## config.mk

```make
export PLATFORM = sky130hd
export DESIGN_NAME = sevseg_led_driver
export DESIGN_NICKNAME = d
export VERILOG_FILES = /design/src/rtl/sevseg_led_driver.sv
export SDC_FILE = /design/constraint.sdc
export NUM_CORES = 1
export LEC_CHECK = 0
export ABC_AREA = 1
export CORE_AREA = 3 3 106 118
export DETAILED_ROUTE_END_ITERATION = 8
export DIE_AREA = 0 0 109 121
export PLACE_DENSITY = 0.72
export SYNTH_ARGS = -nofsm -noshare
export SYNTH_HDL_FRONTEND = slang
export SYNTH_SLANG_ARGS = --single-unit
```

## constraint.sdc

```tcl
create_clock -name clk -period 4.3 [get_ports clk]
set_input_delay 1.075 -clock clk [delete_from_list [all_inputs] [get_ports clk]]
set_output_delay 1.075 -clock clk [all_outputs]
set_load 0.01 [all_outputs]
```

## src/rtl/sevseg_led_driver.sv

```systemverilog
// Six-digit hex 7-segment and LED driver: inputs are shadowed once per PWM frame,
// then decoded with brightness PWM, whole-display blinking and leading-zero blanking.
module sevseg_led_driver #(
    parameter int PRESCALE     = 64,
    parameter int BLINK_FRAMES = 32
) (
    input  logic       clk,
    input  logic       rst_n,
    input  logic [3:0] sevseg0,
    input  logic [3:0] sevseg1,
    input  logic [3:0] sevseg2,
    input  logic [3:0] sevseg3,
    input  logic [3:0] sevseg4,
    input  logic [3:0] sevseg5,
    input  logic [9:0] leds_in,
    input  logic [3:0] brightness,
    input  logic       blink_en,
    input  logic       lz_en,
    output logic [6:0] hex0,
    output logic [6:0] hex1,
    output logic [6:0] hex2,
    output logic [6:0] hex3,
    output logic [6:0] hex4,
    output logic [6:0] hex5,
    output logic [9:0] leds,
    output logic       frame_start
);

    localparam int PS_W = $clog2(PRESCALE);
    localparam int FC_W = (BLINK_FRAMES > 1) ? $clog2(BLINK_FRAMES) : 1;
    localparam logic [PS_W-1:0] PS_LAST = PS_W'(PRESCALE - 1);
    localparam logic [FC_W-1:0] FC_LAST = FC_W'(BLINK_FRAMES - 1);

    logic [PS_W-1:0] prescale;
    logic [3:0]      pwm_cnt;
    logic [FC_W-1:0] frame_cnt;
    logic            blink_phase;
    logic            step;
    logic            frame_end;

    logic [23:0] sh_digs;
    logic [9:0]  sh_leds;
    logic [3:0]  sh_bright;
    logic        sh_blink;
    logic        sh_lz;

    logic        display_on;
    logic [41:0] hex_next;
    logic [41:0] hex_q;

    function automatic logic [6:0] seg_decode(input logic [3:0] d);
        logic [6:0] s;
        case (d)
            4'h0: s = 7'h40;
            4'h1: s = 7'h79;
            4'h2: s = 7'h24;
            4'h3: s = 7'h30;
            4'h4: s = 7'h19;
            4'h5: s = 7'h12;
            4'h6: s = 7'h02;
            4'h7: s = 7'h78;
            4'h8: s = 7'h00;
            4'h9: s = 7'h10;
            4'hA: s = 7'h08;
            4'hB: s = 7'h03;
            4'hC: s = 7'h46;
            4'hD: s = 7'h21;
            4'hE: s = 7'h06;
            4'hF: s = 7'h0E;
            default: s = 7'h7F;
        endcase
        return s;
    endfunction

    assign step       = (prescale == PS_LAST);
    assign frame_end  = step && (pwm_cnt == 4'hF);
    assign display_on = (sh_bright == 4'hF) || (pwm_cnt < sh_bright);

    // A digit is a leading zero when it and every digit above it are zero.
    always_comb begin
        hex_next = {6{7'h7F}};
        for (int k = 0; k < 6; k++) begin
            if (display_on && !(sh_blink && blink_phase) &&
                !(sh_lz && (k != 0) && ((sh_digs >> (4 * k)) == 24'd0)))
                hex_next[7*k +: 7] = seg_decode(sh_digs[4*k +: 4]);
        end
    end

    always_ff @(posedge clk or negedge rst_n) begin
        if (!rst_n) begin
            prescale    <= '0;
            pwm_cnt     <= '0;
            frame_cnt   <= '0;
            blink_phase <= 1'b0;
            sh_digs     <= '0;
            sh_leds     <= '0;
            sh_bright   <= '0;
            sh_blink    <= 1'b0;
            sh_lz       <= 1'b0;
            hex_q       <= {6{7'h7F}};
            leds        <= '0;
            frame_start <= 1'b0;
        end else begin
            prescale <= step ? '0 : prescale + 1'b1;
            if (step)
                pwm_cnt <= pwm_cnt + 4'd1;
            if (frame_end) begin
                sh_digs   <= {sevseg5, sevseg4, sevseg3, sevseg2, sevseg1, sevseg0};
                sh_leds   <= leds_in;
                sh_bright <= brightness;
                sh_blink  <= blink_en;
                sh_lz     <= lz_en;
                if (frame_cnt == FC_LAST) begin
                    frame_cnt   <= '0;
                    blink_phase <= ~blink_phase;
                end else begin
                    frame_cnt <= frame_cnt + 1'b1;
                end
            end
            frame_start <= frame_end;
            hex_q       <= hex_next;
            leds        <= display_on ? sh_leds : '0;
        end
    end

    assign hex0 = hex_q[6:0];
    assign hex1 = hex_q[13:7];
    assign hex2 = hex_q[20:14];
    assign hex3 = hex_q[27:21];
    assign hex4 = hex_q[34:28];
    assign hex5 = hex_q[41:35];

endmodule

```

Yosys cells after proc, flatten, opt, wreduce, memory -nomap -nowiden
Memory sizes are Yosys's and may differ from the RTL's. Index checks and enable logic that the tools add are counted.

Add/sub/neg operators: 3. Bitwise operators: 1. Mux-type cells: 9. Order comparisons: 1. Eq/ne operators: 4. Reduce and logical (&&, ||, !) cells: 26.

Operators with widths (count): $logic_not A24 Y1 (5); $mux W7 (6); $logic_and A1 B1 Y1 (13); $mux W10 (1); $eq A4 B4 Y1 const B (2); $add A6 B1 Y6 const B (1); $eq A6 B6 Y1 const B (1); $logic_not A1 Y1 (6); $mux W6 (1); $add A5 B1 Y5 const B (1); $eq A5 B5 Y1 const B (1); $mux W5 (1); $add A4 B1 Y4 const B (1); $lt A4 B4 Y1 (1); $reduce_and A2 Y1 (1); $logic_or A1 B1 Y1 (1); $not A1 Y1 (1).

Memories: 6. ROM bits: 672. Logic and storage cells: 62. Register bits after elaboration: 109. Bits of input ports: 42.

Memory list: (no name shown) (words 16, width 7, rd ports 1, clocked after Yosys merged registers in 0, wr ports 0, RTL line 53) `case (d)`; (no name shown) (words 16, width 7, rd ports 1, clocked after Yosys merged registers in 0, wr ports 0, RTL line 53); (no name shown) (words 16, width 7, rd ports 1, clocked after Yosys merged registers in 0, wr ports 0, RTL line 53); (no name shown) (words 16, width 7, rd ports 1, clocked after Yosys merged registers in 0, wr ports 0, RTL line 53); (no name shown) (words 16, width 7, rd ports 1, clocked after Yosys merged registers in 0, wr ports 0, RTL line 53); (no name shown) (words 16, width 7, rd ports 1, clocked after Yosys merged registers in 0, wr ports 0, RTL line 53).

Depth between registers and ports, before layout
Gate-level depths: netlist of run 1.

Depth after elaboration: 5. Gate-level depth with buffers: 9.

Worst setup path after synthesis of run 1
OpenSTA, ideal clock, no wires.

Kind: register to output. Start: register hex_q[0]. End: output port hex0[0]. Buffers on the path: 0. Path slack: 2.705 ns. Cell stages (with the launch flop): 1. Data required time: 3.225 ns. Arrival time: 0.520 ns. Cell sequence: dfstp_2.

RTL lines: start: declaration (RTL line 49) `logic [41:0] hex_q;`; start signal: assignment (RTL line 100) `hex_q <= {6{7'h7F}};`; start signal: assignment (RTL line 121) `hex_q <= hex_next;`; end: declaration (RTL line 19) `output logic [6:0] hex0,`.

No word-level cell between the ends.

Worst setup path after layout of run 1
Start: register hex_q[1]. End: output port hex0[1].

No word-level cell between the ends.

==> results.py, run 1 <==
metrics = {
    "status": {
        "status": "complete, no violations",
    },
    "sta": {
        "fin_skew_ns": 0.006237,
        "fin_crit_ns": 2.493,
        "fmaxAchievable_mhz": 401.1,
        "setup_violations": 0,
        "final.period_utilization_pct": 57.98,
        "grt_setup_unrepaired": "false",
        "finalHoldViolCount": 0,
        "fin_tns_setup_ns": 0,
        "slew_viol_final": 0,
        "tightest_slew_ns": 0.9675,
        "maxSlewHeadroom_pct": 35.43,
    },
    "power": {
        "p_sw_share_pct": 19.37,
        "combPwrFrac_pct": 3.0,
        "p_total_mw": 1.960,
        "power.density_nw_per_um2": 291.2,
        "clock_power_share_pct": 44.6,
        "p_leak_nw": 3.184,
        "ir_drop_v": 0.0001672,
        "p_int_mw": 1.580,
        "pwr-share-seq_pct": 52.4,
        "switching_power_mw": 0.3795,
    },
    "synthesis": {
        "synthSimpleGateAreaFrac_pct": 20.46,
        "syn_area_um2": 5388,
        "syn_inst": 608,
        "synth_fa_ha_area_share_pct": 8.825,
        "syn_area_per_cell_um2": 8.861,
        "syn_nets": 688,
        "synth_seq_cells": 109,
        "ys_types": 28,
        "synth-xor-area-share_pct": 0.8128,
        "synth_compound_area_share_pct": 11.10,
        "synth_top_area_share_pct": 31.12,
        "yosysSeqAreaShare_pct": 51.60,
        "yosysWarnings": 0,
        "synthMuxAreaShare_pct": 0,
        "synth_top_family_by_area": "simple AND/OR/NAND/NOR gates",
        "synthTopCellsByArea": "dfrtp_1, dfstp_2, nand2_1",
        "yosys.area.top_type": "dfrtp_1",
    },
    "clock_network": {
        "htree_levels": 3,
        "clk_pin_slew_ns": 0.07,
        "numCtsBuffers": 9,
        "cts_resized": 0,
        "clockRootBuffer": "clkbuf_16",
        "clock_tree.buffer_depth": 2,
        "insertion_delay_ns": 0.34,
        "postCtsHoldBufs": 0,
        "cts_tree": "done",
        "numClockSinks": 109,
        "cts_setup_buffers": 0,
    },
    "drt": {
        "final_antenna_net_count": 0,
        "top_layer": "met4",
        "route.met2.wl_um": 5534,
        "routed_wirelength_um": 11380,
        "wl_per_cell_um": 13.44,
        "num_vias": 4358,
        "wl_met1_um": 4942,
        "drt-pass1-iter-count": 5,
        "drt_iter0_markers": 216,
        "dr_wl_met3_um": 688,
        "via_per_inst": 5.145,
        "drc": 0,
    },
    "layout": {
        "stdcell_area_um2": 6730,
        "antenna_cells": 0,
        "num-fill-cells": 996,
        "finish.utilization_pct": 58.83,
        "drive_above_1_share_pct": 9.469,
        "final_common_cell": "nand2_1",
        "fin_nets": 772,
        "mostFrequentLayoutCells": "nand2_1, clkdlybuf4s50_1, dfrtp_1",
        "areaGrowthSynthToFinish_pct": 24.92,
    },
    "placement": {
        "io_buffers": 94,
        "hpwlAfterDp_um": 8323,
        "gp_congestion": 0.8891,
        "dpl_cell_area_um2": 6409,
    },
    "critical_path": {
        "critical_path_class": "flip-flop to primary output",
        "crit_path_end_kind": "primary output",
        "start_kind": "flip-flop",
        "critPathRequiredTime_ns": 3.22,
        "cp_cell_sequence": "clkdlybuf4s50_1",
        "critPathMaxStageDelay_ns": 0.54,
        "crit_arrival_ns": 1.42,
        "cp.buffers_inverters": 1,
        "r2r_slack_ns": 1.93,
        "critPathSlowestCell": "dfstp_2",
        "critPathTopFamily": "flip-flops",
        "path_max_fanout": 1,
    },
    "global_routing": {
        "grtUsageTotal_pct": 18.52,
        "grt_antenna_before_repair": 0,
        "grt_max_degree": 87,
        "grt_pass1_wl_um": 19550,
        "grt_pass1_vias": 4238,
        "overflow": 0,
    },
    "die": {
        "initial_utilization_pct": 47.10,
        "num_rows": 41,
        "coreArea_um2": 11440,
        "die-height_um": 121,
        "die-area_um2": 13190,
        "die_w_um": 109,
        "ios": 95,
    },
    "worst_hold_path": {
        "min_path_type": "flip-flop to flip-flop",
    },
    "run": {
        "maxCapViolCount": 0,
    },
}
cell type report:
| class | instances | area (um2) | share of cell area, % |
|---|---|---|---|
| sequential | 109 | 2780 | 41.31 |
| multi-input combinational | 407 | 2220 | 32.98 |
| timing repair buffer | 98 | 968.4 | 14.39 |
| clock buffer | 14 | 285.3 | 4.239 |
| inverter | 67 | 252.7 | 3.755 |
| tap | 150 | 187.7 | 2.789 |
| clock inverter | 2 | 36.28 | 0.5391 |
registers in the layout, summed over array words and instances, names as in the netlist, 4 cells and up:
name and count:
hex_q 42, pwm_cnt 4, sh_digs 24, prescale 6, frame_cnt 5, sh_leds 10
sh_bright 4, leds 10
synth_stat cells, drive strengths merged:
cell type  count
inv           64
dfstp         42
nor2          50
dfrtp         67
clkinv         3
nor3b          1
o211ai         2
nand2        134
nand3b         1
xor2           5
nor3           3
a31o           1
ha            38
buf            8
clkbuf        17
o22ai          6
a31oi          3
nand3         22
a22oi          5
o21ai         72
a21oi         24
nand4         40
worst paths after layout:
kind                              from          end  cells past startpoint
max                           hex_q[1]      hex0[1]                      1
min                        prescale[0]  prescale[0]                      1
max reg2reg                prescale[0]  sh_digs[18]                      6
min reg2reg                prescale[0]  prescale[0]                      1
max in group asynchronous        rst_n     hex_q[5]                      2
min in group asynchronous        rst_n  sh_digs[18]                      1
power groups by stage:
stage               clock network, mW  registers, mW  logic [mW]
floorplan                           0           1.05  0.00000129
global placement                    0           1.04      0.0601
detailed placement                  0           1.04      0.0601
CTS                             0.894           1.03      0.0602
global route                    0.941           1.03      0.0644
finish                          0.875           1.03      0.0579
stage by stage:
step / hold WS, ns / std cells / setup slack [ns]
2_1_floorplan: 0.4329 / 608 / 2.705
3_3_place_gp: 0.4456 / 831 / 2.046
3_5_place_dp: 0.4544 / 831 / 1.888
4_1_cts: 0.4636 / 847 / 1.796
5_1_grt: 0.4994 / 847 / 1.677
6_report: 0.4620 / 847 / 1.807
kinds of logic after synthesis:
logic type / Yosys count
AO/OA/AOI/OAI: 113
flip-flops: 109
adder cells (fa/ha/maj): 38
AND/OR/NAND/NOR: 251
buffers and inverters: 92
XOR/XNOR: 5
layer usage:
layer	global-route usage, %	vias up
li1	-	2175
met1	23.60	2032
met2	30.41	136
met3	3.566	15
met4	8.287	0
met5	0	-
Power figures use the tool's default switching activity.
==> run 2, diff against run 1 <==
--- a/config.mk
+++ b/config.mk
@@ -9,7 +9,7 @@
 export CORE_AREA = 3 3 106 118
 export DETAILED_ROUTE_END_ITERATION = 8
 export DIE_AREA = 0 0 109 121
-export PLACE_DENSITY = 0.72
+export PLACE_DENSITY = 0.75
 export SYNTH_ARGS = -nofsm -noshare
 export SYNTH_HDL_FRONTEND = slang
 export SYNTH_SLANG_ARGS = --single-unit
==> constraint.sdc (replaced) <==
create_clock -name clk -period 2.2 [get_ports clk]
set_input_delay 0.55 -clock clk [delete_from_list [all_inputs] [get_ports clk]]
set_output_delay 0.55 -clock clk [all_outputs]
set_load 0.01 [all_outputs]
==> run 2 against run 1 <==
Net effect: final cell count increased by 0.12%; clock power increased by 81%; via count increased by 0.23%; largest cell class unchanged.
==> results.py, run 2 (synthesis results as in run 1) <==
metrics = {
    "global_routing": {
        "grt_max_degree": 110,
        "grt_pass1_vias": 4256,
        "grtUsageTotal_pct": 18.33,
        "grt_antenna_before_repair": 0,
        "overflow": 0,
        "grt_pass1_wl_um": 19540,
    },
    "layout": {
        "antenna_cells": 0,
        "finish.utilization_pct": 58.90,
        "areaGrowthSynthToFinish_pct": 25.06,
        "num-fill-cells": 954,
        "drive_above_1_share_pct": 10.03,
        "largest_register_ffs": 42,
        "multi_input_area_um2": 2222,
        "fin_nets": 773,
        "mostFrequentLayoutCells": "nand2_1, clkdlybuf4s50_1, dfrtp_1",
        "top_register": "hex_q",
        "final_common_cell": "nand2_1",
        "reg.largest.list": "hex_q (42), sh_digs (24)",
        "seq_area_um2": 2780,
    },
    "critical_path": {
        "cp-startpoint": "hex_q[6]",
        "cp.depth": 1,
        "critPathTopFamily": "flip-flops",
        "reg2reg_depth": 8,
        "cp.buffers_inverters": 1,
        "r2r_slack_ns": 0.28,
        "critPathSlowestCell": "dfstp_2",
        "start_kind": "flip-flop",
        "crit_arrival_ns": 1.42,
        "cp_cell_sequence": "clkdlybuf4s50_1",
        "r2r_start": "sh_digs[20]",
        "path_max_fanout": 1,
        "critPathMaxStageDelay_ns": 0.54,
        "critPathCapture": "hex0[6]",
        "r2r-end": "hex_q[13]",
        "critical_path_class": "flip-flop to primary output",
        "crit_path_end_kind": "primary output",
        "critPathRequiredTime_ns": 1.65,
    },
    "run": {
        "maxCapViolCount": 0,
    },
    "sta": {
        "slew_viol_final": 0,
        "maxSlewHeadroom_pct": 62.82,
        "grt_setup_unrepaired": "false",
        "final.period_utilization_pct": 89.36,
        "fin_crit_ns": 1.966,
        "fin_skew_ns": 0.007227,
        "setup_violations": 0,
        "fin_tns_setup_ns": 0,
        "fmaxAchievable_mhz": 508.7,
        "finalHoldViolCount": 0,
        "fin_ws_ns": 0.2342,
        "tightest_slew_ns": 0.5577,
    },
    "clock_network": {
        "cts_setup_buffers": 0,
        "numCtsBuffers": 9,
        "cts_tree": "done",
        "clk_pin_slew_ns": 0.07,
        "clock_tree.buffer_depth": 2,
        "clockRootBuffer": "clkbuf_16",
        "insertion_delay_ns": 0.35,
        "numClockSinks": 109,
        "htree_levels": 3,
    },
    "power": {
        "power.density_nw_per_um2": 548.4,
        "p_total_mw": 3.695,
        "p_leak_nw": 3.178,
        "p_int_mw": 2.913,
        "clock_power_share_pct": 42.6,
        "ir_drop_v": 0.0003346,
        "pwr-share-seq_pct": 54.3,
        "combPwrFrac_pct": 3.1,
        "p_sw_share_pct": 21.16,
        "switching_power_mw": 0.7818,
    },
    "die": {
        "die-area_um2": 13190,
        "coreArea_um2": 11440,
        "die-height_um": 121,
        "num_rows": 41,
        "ios": 95,
        "die_w_um": 109,
        "initial_utilization_pct": 47.10,
    },
    "worst_hold_path": {
        "min_path_type": "primary input to asynchronous set/reset pin",
    },
    "placement": {
        "gp_congestion": 0.9310,
        "hpwlAfterDp_um": 8233,
        "dp_slack_ns": 0.1967,
        "io_buffers": 94,
    },
    "drt": {
        "wl_per_cell_um": 13.59,
        "final_antenna_net_count": 0,
        "num_vias": 4368,
        "drt-pass1-iter-count": 5,
        "via_per_inst": 5.151,
        "drt_iter0_markers": 258,
        "drc": 0,
        "routed_wirelength_um": 11520,
    },
    "status": {
        "status": "complete, no violations",
    },
}
run 2: cell count changes in the layout (fill, tap and decap cells not counted):
cell / before / now
buf_4: 5 / 4
inv_4: 1 / 0
bufinv_16: 1 / 0
clkinv_4: 0 / 1
buf_12: 0 / 2
nor2_2: 0 / 1
inv_6: 0 / 2
clkinvlp_4: 0 / 2
clkbuf_1: 2 / 0
clkbuf_16: 10 / 9
nor2_1: 49 / 48
run 2: worst min-delay path by stage:
stage | start | to | slack, ns | cells after the start
detailed placement | prescale[0] | prescale[0] | 0.47 | 1
global route | rst_n | sh_digs[19] | 0.31 | 2
CTS | rst_n | sh_digs[19] | 0.30 | 2
global placement | prescale[0] | prescale[0] | 0.45 | 1
finish | rst_n | sh_digs[11] | 0.26 | 2
floorplan | rst_n | blink_phase | 0.25 | 0
run 2: cell type report:
class | instances | share of cell area (%)
Inverter | 67 | 3.751
Clock buffer | 11 | 3.751
Sequential cell | 109 | 41.26
Clock inverter | 5 | 0.6128
Multi-Input combinational cell | 407 | 32.98
Tap cell | 150 | 2.786
Timing Repair Buffer | 99 | 14.86
run 2: metrics by stage:
stage	hold WS (ns)	instances	instance area [um2]
CTS	0.2954	848	6735
global route	0.3116	848	6738
floorplan	0.2544	608	5388
global placement	0.4454	832	6441
detailed placement	0.4708	832	6441
finish	0.2637	848	6738
run 2: routing by layer:
metal | GRT usage, % | share of wire, % | vias to the layer above
met4 | 5.051 | 1.2 | 0
met2 | 30.65 | 49 | 138
met1 | 23.89 | 45 | 2043
li1 | - | - | 2176
met3 | 4.045 | 5.5 | 11
met5 | 0 | 0 | -
run 2: power by group through the flow:
stage                     clock network, mW  registers [mW]    logic, mW
after detailed placement                  0            2.04        0.117
after floorplan                           0            2.04  0.000000995
after CTS                              1.61            2.01        0.117
final                                  1.58            2.01        0.113
after global placement                    0            2.04        0.115
after global routing                   1.70            2.01        0.126
run 2: timing repair:
item                                    4_1_cts  5_1_grt
gates resized for setup                       0        1
hold buffers                                  0        0
endpoints found under the setup margin        0       11
==> run 3, diff against run 2 <==
--- a/config.mk
+++ b/config.mk
@@ -6,10 +6,10 @@
 export NUM_CORES = 1
 export LEC_CHECK = 0
 export ABC_AREA = 1
-export CORE_AREA = 3 3 106 118
+export CORE_AREA = 2 2 114 127
 export DETAILED_ROUTE_END_ITERATION = 8
-export DIE_AREA = 0 0 109 121
-export PLACE_DENSITY = 0.75
+export DIE_AREA = 0 0 116 129
+export PLACE_DENSITY = 0.65
 export SYNTH_ARGS = -nofsm -noshare
 export SYNTH_HDL_FRONTEND = slang
 export SYNTH_SLANG_ARGS = --single-unit
==> constraint.sdc (replaced) <==
create_clock -name clk -period 2.2 [get_ports clk]
set_input_delay 0.44 -clock clk [delete_from_list [all_inputs] [get_ports clk]]
set_output_delay 0.44 -clock clk [all_outputs]
set_load 0.01 [all_outputs]
==> run 3 against run 2 <==
Net effect: setup slack better by 0.025 ns; via count is 0.18% higher; final cell count rose by 5.0%; critical path depth up 7; clock skew shrank 0.0033 ns; clock power is essentially flat; critical endpoint is now hex_q[11].
==> results.py, run 3 (synthesis results as in run 1) <==
metrics = {
    "status": {
        "status": "complete, no violations",
    },
    "drt": {
        "drt_iter0_markers": 181,
        "final_antenna_net_count": 0,
        "num_vias": 4376,
        "drc": 0,
        "wl_per_cell_um": 12.74,
        "routed_wirelength_um": 11340,
        "via_per_inst": 4.917,
        "drt-pass1-iter-count": 4,
    },
    "die": {
        "die-area_um2": 14960,
        "coreArea_um2": 13630,
        "ios": 95,
        "initial_utilization_pct": 39.54,
        "die-height_um": 129,
        "die_w_um": 116,
        "num_rows": 45,
    },
    "sta": {
        "final.period_utilization_pct": 88.21,
        "tightest_slew_ns": 0.5740,
        "slew_viol_final": 0,
        "fin_tns_setup_ns": 0,
        "setup_violations": 0,
        "finalHoldViolCount": 0,
        "maxSlewHeadroom_pct": 61.73,
        "fin_skew_ns": 0.003924,
        "fin_crit_ns": 1.941,
        "fmaxAchievable_mhz": 515.3,
        "grt_setup_unrepaired": "false",
    },
    "layout": {
        "top_register": "hex_q",
        "multi_input_area_um2": 2222,
        "drive_above_1_share_pct": 10.26,
        "stdcell_area_um2": 6823,
        "largest_register_ffs": 42,
        "num-fill-cells": 1319,
        "seq_area_um2": 2780,
        "reg.largest.list": "hex_q (42), sh_digs (24)",
        "antenna_cells": 0,
        "mostFrequentLayoutCells": "nand2_1, clkdlybuf4s50_1, dfrtp_1",
        "fin_nets": 777,
        "final_common_cell": "nand2_1",
        "areaGrowthSynthToFinish_pct": 26.64,
    },
    "power": {
        "ir_drop_v": 0.0003453,
        "p_leak_nw": 3.202,
        "power.density_nw_per_um2": 541.2,
    },
    "clock_network": {
        "htree_levels": 3,
        "numClockSinks": 109,
        "insertion_delay_ns": 0.35,
        "clockRootBuffer": "clkbuf_16",
        "clock_tree.buffer_depth": 2,
        "cts_tree": "done",
        "cts_setup_buffers": 0,
        "clk_pin_slew_ns": 0.07,
        "numCtsBuffers": 9,
    },
    "placement": {
        "hpwlAfterDp_um": 8483,
        "gp_congestion": 0.8767,
        "io_buffers": 94,
        "dpl_cell_area_um2": 6531,
    },
    "critical_path": {
        "critPathRequiredTime_ns": 2.48,
        "reg2reg_depth": 8,
        "start_kind": "flip-flop",
        "critPathSlowestCell": "dfrtp_1",
        "critical_path_class": "flip-flop to flip-flop",
        "r2r_start": "sh_digs[20]",
        "crit_path_end_kind": "flip-flop",
        "cp-startpoint": "sh_digs[20]",
        "path_max_fanout": 8,
        "crit_arrival_ns": 2.22,
        "critPathMaxStageDelay_ns": 0.41,
        "cp_cell_sequence": "inv_1 -> ha_1 -> nand2_1 -> inv_1 -> nand2_1 -> nor2_2 -> nand4_1 -> nand4_1",
    },
    "global_routing": {
        "grt_pass1_vias": 4410,
        "grtUsageTotal_pct": 16.55,
        "grt_antenna_before_repair": 0,
        "grt_max_degree": 44,
        "overflow": 0,
        "grt_pass1_wl_um": 19850,
    },
    "worst_hold_path": {
        "min_path_type": "primary input to asynchronous set/reset pin",
    },
    "run": {
        "maxCapViolCount": 0,
    },
}
==> run 3: cell count changes in the layout (fill, tap and decap cells not counted) <==
cell        before  now
buf_4            4    7
clkbuf_1         0    2
clkinv_2         1    3
inv_6            2    0
buf_12           2    3
clkbuf_16        9   10
clkbuf_8         2    1
clkinv_4         1    0
clkinvlp_4       2    1
==> run 3: worst paths after layout <==
check | slack (ns) | endpoint
max reg2reg | 0.26 | hex_q[11]
max in group asynchronous | 1.41 | hex_q[31]
min in group clk | 0.46 | prescale[0]
min reg2reg | 0.46 | prescale[0]
max | 0.26 | hex_q[11]
min | 0.08 | sh_leds[8]
==> run 3: report_power, final <==
part	switching (mW)	internal (mW)
registers	0	2.01
clock network	0.700	0.865
logic	0.0494	0.0706
==> run 3: layer usage <==
metal	GRT usage, %	vias up	share of wire, %
met5	0	-	0
met4	7.283	0	2.3
met3	3.344	21	4.8
met2	27.49	133	48
met1	20.91	2043	45
li1	-	2179	-
==> run 3: final cells by class <==
| class | instances | share of cell area (%) |
|---|---|---|
| multi-input cells | 407 | 32.57 |
| inverters | 67 | 3.704 |
| clock inverters | 3 | 0.2567 |
| repair buffers | 103 | 15.29 |
| well taps | 188 | 3.448 |
| clock buffers | 13 | 3.979 |
| flip-flops and latches | 109 | 40.75 |
==> run 3: stage by stage <==
step	instances	power (mW)	hold WS (ns)	util, %	setup WS [ns]
2_1_floorplan	608	2.043	0.1444	-	0.6325
3_3_place_gp	874	2.166	0.4443	47.93	0.3189
3_5_place_dp	874	2.168	0.4538	47.93	0.1601
4_1_cts	890	3.754	0.1062	50.06	0.1301
5_1_grt	890	3.840	0.1269	50.07	0.03647
6_report	890	3.692	0.07926	50.07	0.2593
==> run 3: critical path: cells and delay by family (launching register included) <==
| kind | cells | cell delay, ns |
|---|---|---|
| adders and majority gates | 1 | 0.24 |
| buffers and inverters | 2 | 0.21 |
| DFF | 1 | 0.41 |
| and+or+nand+nor | 5 | 1.00 |
==> run 3: repair_timing <==
action                                  4_1_cts  5_1_grt
endpoints found under the hold margin         0        0
gates resized for setup                       0        1
hold buffers                                  0        0
endpoints found under the setup margin        0        7
